**src/rtl/mac_job_sequencer_if.sv**
```systemverilog
// Handshake bundle between the job source, the posit MAC and the result consumer.
// The sequencer uses the slave modport; the driving side uses master.
interface mac_job_sequencer_if #(
   parameter int WIDTH = 8,
   parameter int K     = 9,
   parameter int NW    = 16
);
   localparam int AW = (K > 1) ? $clog2(K) : 1;

   logic             start_i;
   logic [NW-1:0]    n_dot_i;
   logic             busy_o;
   logic             done_o;
   logic             w_we_i;
   logic [AW-1:0]    w_addr_i;
   logic [WIDTH-1:0] w_data_i;
   logic             din_vld_i;
   logic [WIDTH-1:0] din_i;
   logic             din_rdy_o;
   logic             mac_vld_o;
   logic [WIDTH-1:0] mac_win_o;
   logic [WIDTH-1:0] mac_din_o;
   logic             mac_vld_acc_i;
   logic [WIDTH-1:0] mac_acc_i;
   logic             res_vld_o;
   logic [WIDTH-1:0] res_data_o;
   logic             res_rdy_i;
   logic             err_o;

   modport master (
      output start_i, n_dot_i, w_we_i, w_addr_i, w_data_i, din_vld_i, din_i,
             mac_vld_acc_i, mac_acc_i, res_rdy_i,
      input  busy_o, done_o, din_rdy_o, mac_vld_o, mac_win_o, mac_din_o,
             res_vld_o, res_data_o, err_o
   );

   modport slave (
      input  start_i, n_dot_i, w_we_i, w_addr_i, w_data_i, din_vld_i, din_i,
             mac_vld_acc_i, mac_acc_i, res_rdy_i,
      output busy_o, done_o, din_rdy_o, mac_vld_o, mac_win_o, mac_din_o,
             res_vld_o, res_data_o, err_o
   );
endinterface

```
**src/rtl/mac_job_sequencer.sv**
```systemverilog
// Streams weight/activation pairs into the posit MAC in K-beat dot products and
// collects results into a FIFO; credits keep the FIFO from ever overflowing.
module mac_job_sequencer #(
   parameter int WIDTH     = 8,
   parameter int K         = 9,
   parameter int RES_DEPTH = 4,
   parameter int NW        = 16
) (
   input  logic                 clk_i,
   input  logic                 rst_i,
   mac_job_sequencer_if.slave   bus
);
   localparam int AW = (K > 1) ? $clog2(K) : 1;
   localparam int PW = $clog2(RES_DEPTH);
   localparam int CW = PW + 1;

   typedef enum logic [1:0] {IDLE = 2'd0, RUN = 2'd1, DRAIN = 2'd2} state_t;
   state_t state, state_nxt;

   logic [AW-1:0]    beat_idx;
   logic [NW-1:0]    dot_cnt, n_dot;
   logic [CW-1:0]    outstanding, fifo_count;
   logic [PW-1:0]    wr_ptr, rd_ptr;
   logic [WIDTH-1:0] weight   [K];
   logic [WIDTH-1:0] fifo_mem [RES_DEPTH];
   logic [WIDTH-1:0] mac_win, mac_din;
   logic             zero_done, err, mac_vld;
   logic             busy, done, din_rdy;
   logic             hs, last_beat, last_dot, credit_ok, start_job, start_empty;
   logic             fifo_full, res_vld, pop, push, acc_ok, outst_inc;
   logic [CW:0]      committed;

   // A dot may only start if its result is guaranteed a FIFO slot.
   assign committed   = {1'b0, fifo_count} + {1'b0, outstanding};
   assign credit_ok   = committed < (CW+1)'(RES_DEPTH);
   assign last_beat   = (beat_idx == AW'(K - 1));
   assign last_dot    = (dot_cnt == n_dot - NW'(1));
   assign start_job   = (state == IDLE) && bus.start_i && (bus.n_dot_i != '0);
   assign start_empty = (state == IDLE) && bus.start_i && (bus.n_dot_i == '0);
   assign hs          = bus.din_vld_i && din_rdy;
   assign outst_inc   = hs && (beat_idx == '0);
   assign acc_ok      = bus.mac_vld_acc_i && (outstanding != '0);
   assign fifo_full   = (fifo_count == CW'(RES_DEPTH));
   assign res_vld     = (fifo_count != '0);
   assign pop         = res_vld && bus.res_rdy_i;
   assign push        = acc_ok && !fifo_full;

   always_ff @(posedge clk_i or posedge rst_i) begin
      if (rst_i) state <= IDLE;
      else       state <= state_nxt;
   end

   always_comb begin
      state_nxt = state;
      case (state)
         IDLE:    if (start_job) state_nxt = RUN;
         RUN:     if (hs && last_beat && last_dot) state_nxt = DRAIN;
         DRAIN:   if (outstanding == '0) state_nxt = IDLE;
         default: state_nxt = IDLE;
      endcase
   end

   always_comb begin
      busy    = (state != IDLE);
      done    = ((state == DRAIN) && (outstanding == '0)) || zero_done;
      din_rdy = (state == RUN) && ((beat_idx != '0) || credit_ok);
   end

   always_ff @(posedge clk_i or posedge rst_i) begin
      if (rst_i) begin
         beat_idx    <= '0;
         dot_cnt     <= '0;
         n_dot       <= '0;
         outstanding <= '0;
         fifo_count  <= '0;
         wr_ptr      <= '0;
         rd_ptr      <= '0;
         zero_done   <= 1'b0;
         err         <= 1'b0;
         mac_vld     <= 1'b0;
         mac_win     <= '0;
         mac_din     <= '0;
         for (int i = 0; i < K; i++) weight[i] <= '0;
      end else begin
         zero_done <= start_empty;
         mac_vld   <= hs;
         if (start_job) begin
            n_dot    <= bus.n_dot_i;
            dot_cnt  <= '0;
            beat_idx <= '0;
         end
         if (hs) begin
            mac_din <= bus.din_i;
            mac_win <= weight[beat_idx];
            if (last_beat) begin
               beat_idx <= '0;
               dot_cnt  <= dot_cnt + NW'(1);
            end else begin
               beat_idx <= beat_idx + AW'(1);
            end
         end
         case ({outst_inc, acc_ok})
            2'b10:   outstanding <= outstanding + CW'(1);
            2'b01:   outstanding <= outstanding - CW'(1);
            default: ;
         endcase
         // Unsolicited results and pushes into a full FIFO are both MAC faults.
         if (bus.mac_vld_acc_i && ((outstanding == '0) || fifo_full)) err <= 1'b1;
         if (push) wr_ptr <= wr_ptr + PW'(1);
         if (pop)  rd_ptr <= rd_ptr + PW'(1);
         case ({push, pop})
            2'b10:   fifo_count <= fifo_count + CW'(1);
            2'b01:   fifo_count <= fifo_count - CW'(1);
            default: ;
         endcase
         if (bus.w_we_i && !busy && (32'(bus.w_addr_i) < K))
            weight[bus.w_addr_i] <= bus.w_data_i;
      end
   end

   always_ff @(posedge clk_i) begin
      if (push) fifo_mem[wr_ptr] <= bus.mac_acc_i;
   end

   assign bus.busy_o     = busy;
   assign bus.done_o     = done;
   assign bus.din_rdy_o  = din_rdy;
   assign bus.mac_vld_o  = mac_vld;
   assign bus.mac_win_o  = mac_win;
   assign bus.mac_din_o  = mac_din;
   assign bus.res_vld_o  = res_vld;
   assign bus.res_data_o = res_vld ? fifo_mem[rd_ptr] : '0;
   assign bus.err_o      = err;
endmodule

```
**src/flat_wrapper.sv**
```systemverilog
// flat-port wrapper written by rule: the top's interface ports become plain ports
module mac_job_sequencer_flat 
#(
   parameter int WIDTH     = 8,
   parameter int K         = 9,
   parameter int RES_DEPTH = 4,
   parameter int NW        = 16
)
  (clk_i, rst_i, bus_start_i, bus_n_dot_i, bus_w_we_i, bus_w_addr_i, bus_w_data_i, bus_din_vld_i, bus_din_i, bus_mac_vld_acc_i, bus_mac_acc_i, bus_res_rdy_i, bus_busy_o, bus_done_o, bus_din_rdy_o, bus_mac_vld_o, bus_mac_win_o, bus_mac_din_o, bus_res_vld_o, bus_res_data_o, bus_err_o);
  mac_job_sequencer_if #(.WIDTH(WIDTH), .K(K), .NW(NW)) bus_i ();
  input  logic clk_i;
  input  logic rst_i;
  input wire logic [$bits(bus_i.start_i)-1:0] bus_start_i;
  input wire logic [$bits(bus_i.n_dot_i)-1:0] bus_n_dot_i;
  input wire logic [$bits(bus_i.w_we_i)-1:0] bus_w_we_i;
  input wire logic [$bits(bus_i.w_addr_i)-1:0] bus_w_addr_i;
  input wire logic [$bits(bus_i.w_data_i)-1:0] bus_w_data_i;
  input wire logic [$bits(bus_i.din_vld_i)-1:0] bus_din_vld_i;
  input wire logic [$bits(bus_i.din_i)-1:0] bus_din_i;
  input wire logic [$bits(bus_i.mac_vld_acc_i)-1:0] bus_mac_vld_acc_i;
  input wire logic [$bits(bus_i.mac_acc_i)-1:0] bus_mac_acc_i;
  input wire logic [$bits(bus_i.res_rdy_i)-1:0] bus_res_rdy_i;
  output wire logic [$bits(bus_i.busy_o)-1:0] bus_busy_o;
  output wire logic [$bits(bus_i.done_o)-1:0] bus_done_o;
  output wire logic [$bits(bus_i.din_rdy_o)-1:0] bus_din_rdy_o;
  output wire logic [$bits(bus_i.mac_vld_o)-1:0] bus_mac_vld_o;
  output wire logic [$bits(bus_i.mac_win_o)-1:0] bus_mac_win_o;
  output wire logic [$bits(bus_i.mac_din_o)-1:0] bus_mac_din_o;
  output wire logic [$bits(bus_i.res_vld_o)-1:0] bus_res_vld_o;
  output wire logic [$bits(bus_i.res_data_o)-1:0] bus_res_data_o;
  output wire logic [$bits(bus_i.err_o)-1:0] bus_err_o;
  assign bus_i.start_i = bus_start_i;
  assign bus_i.n_dot_i = bus_n_dot_i;
  assign bus_i.w_we_i = bus_w_we_i;
  assign bus_i.w_addr_i = bus_w_addr_i;
  assign bus_i.w_data_i = bus_w_data_i;
  assign bus_i.din_vld_i = bus_din_vld_i;
  assign bus_i.din_i = bus_din_i;
  assign bus_i.mac_vld_acc_i = bus_mac_vld_acc_i;
  assign bus_i.mac_acc_i = bus_mac_acc_i;
  assign bus_i.res_rdy_i = bus_res_rdy_i;
  assign bus_busy_o = bus_i.busy_o;
  assign bus_done_o = bus_i.done_o;
  assign bus_din_rdy_o = bus_i.din_rdy_o;
  assign bus_mac_vld_o = bus_i.mac_vld_o;
  assign bus_mac_win_o = bus_i.mac_win_o;
  assign bus_mac_din_o = bus_i.mac_din_o;
  assign bus_res_vld_o = bus_i.res_vld_o;
  assign bus_res_data_o = bus_i.res_data_o;
  assign bus_err_o = bus_i.err_o;
  mac_job_sequencer #(.WIDTH(WIDTH), .K(K), .RES_DEPTH(RES_DEPTH), .NW(NW)) u_core (.clk_i(clk_i), .rst_i(rst_i), .bus(bus_i));
endmodule
```
**config.mk**
```make
export PLATFORM = sky130hd
export DESIGN_NAME = mac_job_sequencer_flat
export DESIGN_NICKNAME = d
export VERILOG_FILES = /design/src/rtl/mac_job_sequencer_if.sv /design/src/rtl/mac_job_sequencer.sv /design/src/flat_wrapper.sv
export SDC_FILE = /design/constraint.sdc
export NUM_CORES = 1
export LEC_CHECK = 0
export BUFFER_PORTS_ARGS = -buffer_cell sky130_fd_sc_hd__buf_2
export CAP_MARGIN = 15
export CORE_MARGIN = 4
export CORE_UTILIZATION = 36
export CTS_CLUSTER_DIAMETER = 60
export DETAILED_ROUTE_END_ITERATION = 10
export SYNTH_ARGS = -nofsm -noshare
export SYNTH_HDL_FRONTEND = slang
export SYNTH_SLANG_ARGS = --single-unit
```
**constraint.sdc**
```tcl
create_clock -name clk_i -period 4.45 [get_ports clk_i]
set_clock_uncertainty 0.15 [all_clocks]
set_input_delay 0 -clock clk_i [delete_from_list [all_inputs] [get_ports clk_i]]
set_output_delay 0 -clock clk_i [all_outputs]
set_load 0.02 [all_outputs]
```
==> flow_summary_export.csv <==
group,metric,value,unit
place,place.port_buffers,80,
clock_tree,insertion_delay,0.42,ns
die,dieWidth,159,um
pwr,p_leak,4.49,nW
yosys,ys_top_cells_by_count,"139 x dfrtp_1, 101 x mux2_2, 36 x nand2_1, 34 x o21ai_0, 32 x edfxtp_1",
worst_setup_path,worst_setup_path_end_kind,"register",
yosys,yosysWarnings,0,
yosys,synth_nets,706,
clock_tree,cts-root-buf,"clkbuf_16",
worst_setup_path,cp.buffers_inverters,4,
pwr,power_density,477,mW/mm2
sta,slew_headroom,34.9,%
yosys,seq_area_frac_synth,53.9,%
worst_setup_path,max_stage_delay,0.46,ns
yosys,syn_area_per_cell,12.8,um2
pwr,p_total,0.00474,W
cells_and_area,layout-drive-gt1-share,32.7,%
clock_tree,cts_tree,"built",
route,vias,5394,
worst_setup_path,required,4.64,ns
grt,grt_pass1_wl,29700,um
die,core,0.0226,mm2
grt,gr-total-overflow,0,
grt,antenna_found_initial,0,
yosys,synth_largest_area_cell,"dfrtp_1",
clock_tree,path_clk_slew,0.07,ns
clock_tree,cts.sinks,171,
route,viasPerCell,5.10,
worst_setup_path,critPathLaunch,"u_core.beat_idx[1]",
route,drt_drc_violations_left,0,
worst_setup_path,critical-path-top-delay-family,"adder cells",
yosys,syn_inst,641,
clock_tree,htreeDepth,4,
yosys,post-synth-top-count-cell,"dfrtp_1",
pwr,ir_drop,0.000318,V
worst_setup_path,start_kind,"register",
worst_setup_path,worstSetupPathType,"register to register",
clock_tree,numCtsBuffers,17,
worst_setup_path,worstPathArrival,3.47,ns
sta,hold_viol,0,
worst_setup_path,r2r_start,"u_core.beat_idx[1]",
yosys,yosysTopAreaCellShare,42.3,%
die,dieArea,0.0253,mm2
die,io-pin-count,81,
die,die_h,159,um
sta,setup_viol,0,
sta,fmax,0.305,GHz
yosys,async_flop_share,81.3,%
clock_tree,cts_hold_buf,48,
yosys,synth_edf_count,32,
worst_setup_path,critPathSlowestCell,"dfrtp_1",
route,avgRoutedWirePerCell,16.8,um
hold_path,worstHoldStart,"bus_w_addr_i[3]",
clock_tree,clock_path_buffers,2,
route,ant_nets,0,
grt,grt_max_degree,108,
cells_and_area,antenna_cells,0,
sta,final_max_slew_viol_count,0,
yosys,synth_seq_cells,171,
outcome,outcome,"finished, final reports clean",
grt,grtUsageTotal,14.4,%
route,drt_first_pass_iters,4,
yosys,yosysUniqueCellTypes,64,
worst_setup_path,path_cells,"clkinv_1 > ha_1 > nand2b_4 > a211oi_1 > nor2_1 > nand2_1 > buf_4 > inv_1 > nand3_1 > ha_1 > inv_1 > fa_1 > xor2_1 > nor2_1 > xor2_1",
grt,grt_pass1_vias,5469,
sta,rsz0062_at_grt,"false",
place,gp_congestion,0.755,
cells_and_area,area_delta_synth_final,20.7,%
yosys,syn_area,0.00823,mm2
sta,finalSetupTns,0,ns
yosys,synth-main-ff-cell,"dfrtp_1",
sta,fin_crit_sh,73.6,%
clock_tree,ctsResizeCount,0,
cells_and_area,nNetsFinal,825,
die,num_rows,55,
hold_path,holdCritPathClass,"input port to register",
route,drt_iter0_markers,242,
die,start_util,36.5,%
worst_setup_path,worstPathMaxFanout,24,
job,drv_cap,0,
clock_tree,cts_setup_buffers,0,
yosys,synth_area_leaders,"dfrtp_1 42%, mux2_2 14%, edfxtp_1 12%",
place,hpwl,11900,um
sta,fin_crit,3.28,ns
sta,worst_pin_slew,0.976,ns
route,routed_wirelength,17800,um
per-stage QoR:
step / utilization, % / cell area, um2 / hold slack [ns] / worst slack, ns / instances
floorplan: - / 8230 / -0.0511 / 0.575 / 641
global placement: 39.4 / 8900 / 0.0748 / 1.29 / 978
detailed placement: 39.4 / 8900 / 0.0743 / 1.16 / 978
CTS: 44.0 / 9940 / 0.148 / 1.15 / 1058
global route: 44.0 / 9940 / 0.186 / 0.851 / 1058
finish: 44.0 / 9940 / 0.177 / 1.17 / 1058
cell usage in the layout, fill, tap and decap left out, types with 4 or more instances in the layout:
cell	n
dfrtp_1	139
mux2_2	101
buf_2	80
dlygate4sd3_1	48
nand2_1	36
o21ai_0	34
edfxtp_1	32
inv_1	21
nor2_1	18
nand3_1	18
mux4_2	18
clkbuf_16	17
and2_1	14
xnor2_1	14
ha_1	12
nor3_1	11
xor2_1	11
mux2i_1	10
o31ai_1	10
a32oi_1	8
a31oi_1	7
nor4_1	7
a21oi_1	7
a221o_1	6
and3_1	6
inv_6	6
buf_4	5
or3_1	4
nand3b_1	4
nand2b_1	4
or4_1	4
nand4_1	4
clkinvlp_4	4
logic make-up after synthesis:
logic type,synth area share [%]
muxes,20.1
DFF,53.9
buffers and inverters,2.78
xor gates and xnor gates,2.66
and+or+nand+nor,10.4
AOI/OAI and AO/OA,7.80
adders and majority gates,2.31
path summary, 6_finish.rpt:
check,to,slack [ns],depth (start not counted)
min in group asynchronous,u_core.n_dot[11],0.19,3
hold / removal,u_core.weight[51],0.18,4
setup reg to reg,u_core.outstanding[2],1.17,15
hold reg to reg,u_core.bus.mac_win_o[3],0.34,2
max in group asynchronous,u_core.weight[28],2.92,4
setup / recovery,u_core.outstanding[2],1.17,15
where the power goes:
part	total, W	switching (W)	leakage (nW)	internal (W)
combinational	0.00132	0.000755	2.07	0.000561
sequential	0.00199	0.000189	2.16	0.00181
clock	0.00143	0.000652	0.258	0.000781
total	0.00474	0.00160	4.49	0.00315
layout make-up:
cell class | count | area, um2
clock inverter | 14 | 134
fill | 2054 | 12600
sequential | 171 | 4440
multi-input combinational | 413 | 3570
inverter | 24 | 95.1
clock buffer | 18 | 429
tap | 285 | 357
timing repair buffer | 133 | 918
worst reg2reg max path, cell delays in order (launching register included):
cell and delay [ns]:
dfrtp_1 0.46, clkinv_1 0.20, ha_1 0.26, nand2b_4 0.07, a211oi_1 0.21, nor2_1 0.09, nand2_1 0.07, buf_4 0.26
inv_1 0.26, nand3_1 0.15, ha_1 0.18, inv_1 0.06, fa_1 0.37, xor2_1 0.15, nor2_1 0.11, xor2_1 0.15
sequential cells by signal, summed over array words and instances, names as in the netlist, 3 cells and up:
name	flops
u_core.bus.mac_din_o	8
u_core.bus.mac_win_o	8
u_core.n_dot	16
u_core.fifo_mem	32
u_core.weight	72
u_core.fifo_count	3
u_core.dot_cnt	16
u_core.outstanding	3
u_core.beat_idx	4
metal layers:
| layer | vias up | share of wire [%] | wire length [um] | global-route usage (%) |
|---|---|---|---|---|
| met3 | 10 | 3.6 | 641 | 3.31 |
| met5 | - | 0 | 0 | 0 |
| met2 | 89 | 46 | 8120 | 22.4 |
| li1 | 2606 | - | - | - |
| met4 | 0 | 0.72 | 128 | 3.08 |
| met1 | 2689 | 50 | 8870 | 20.8 |
(Power assumes the default switching activity.)
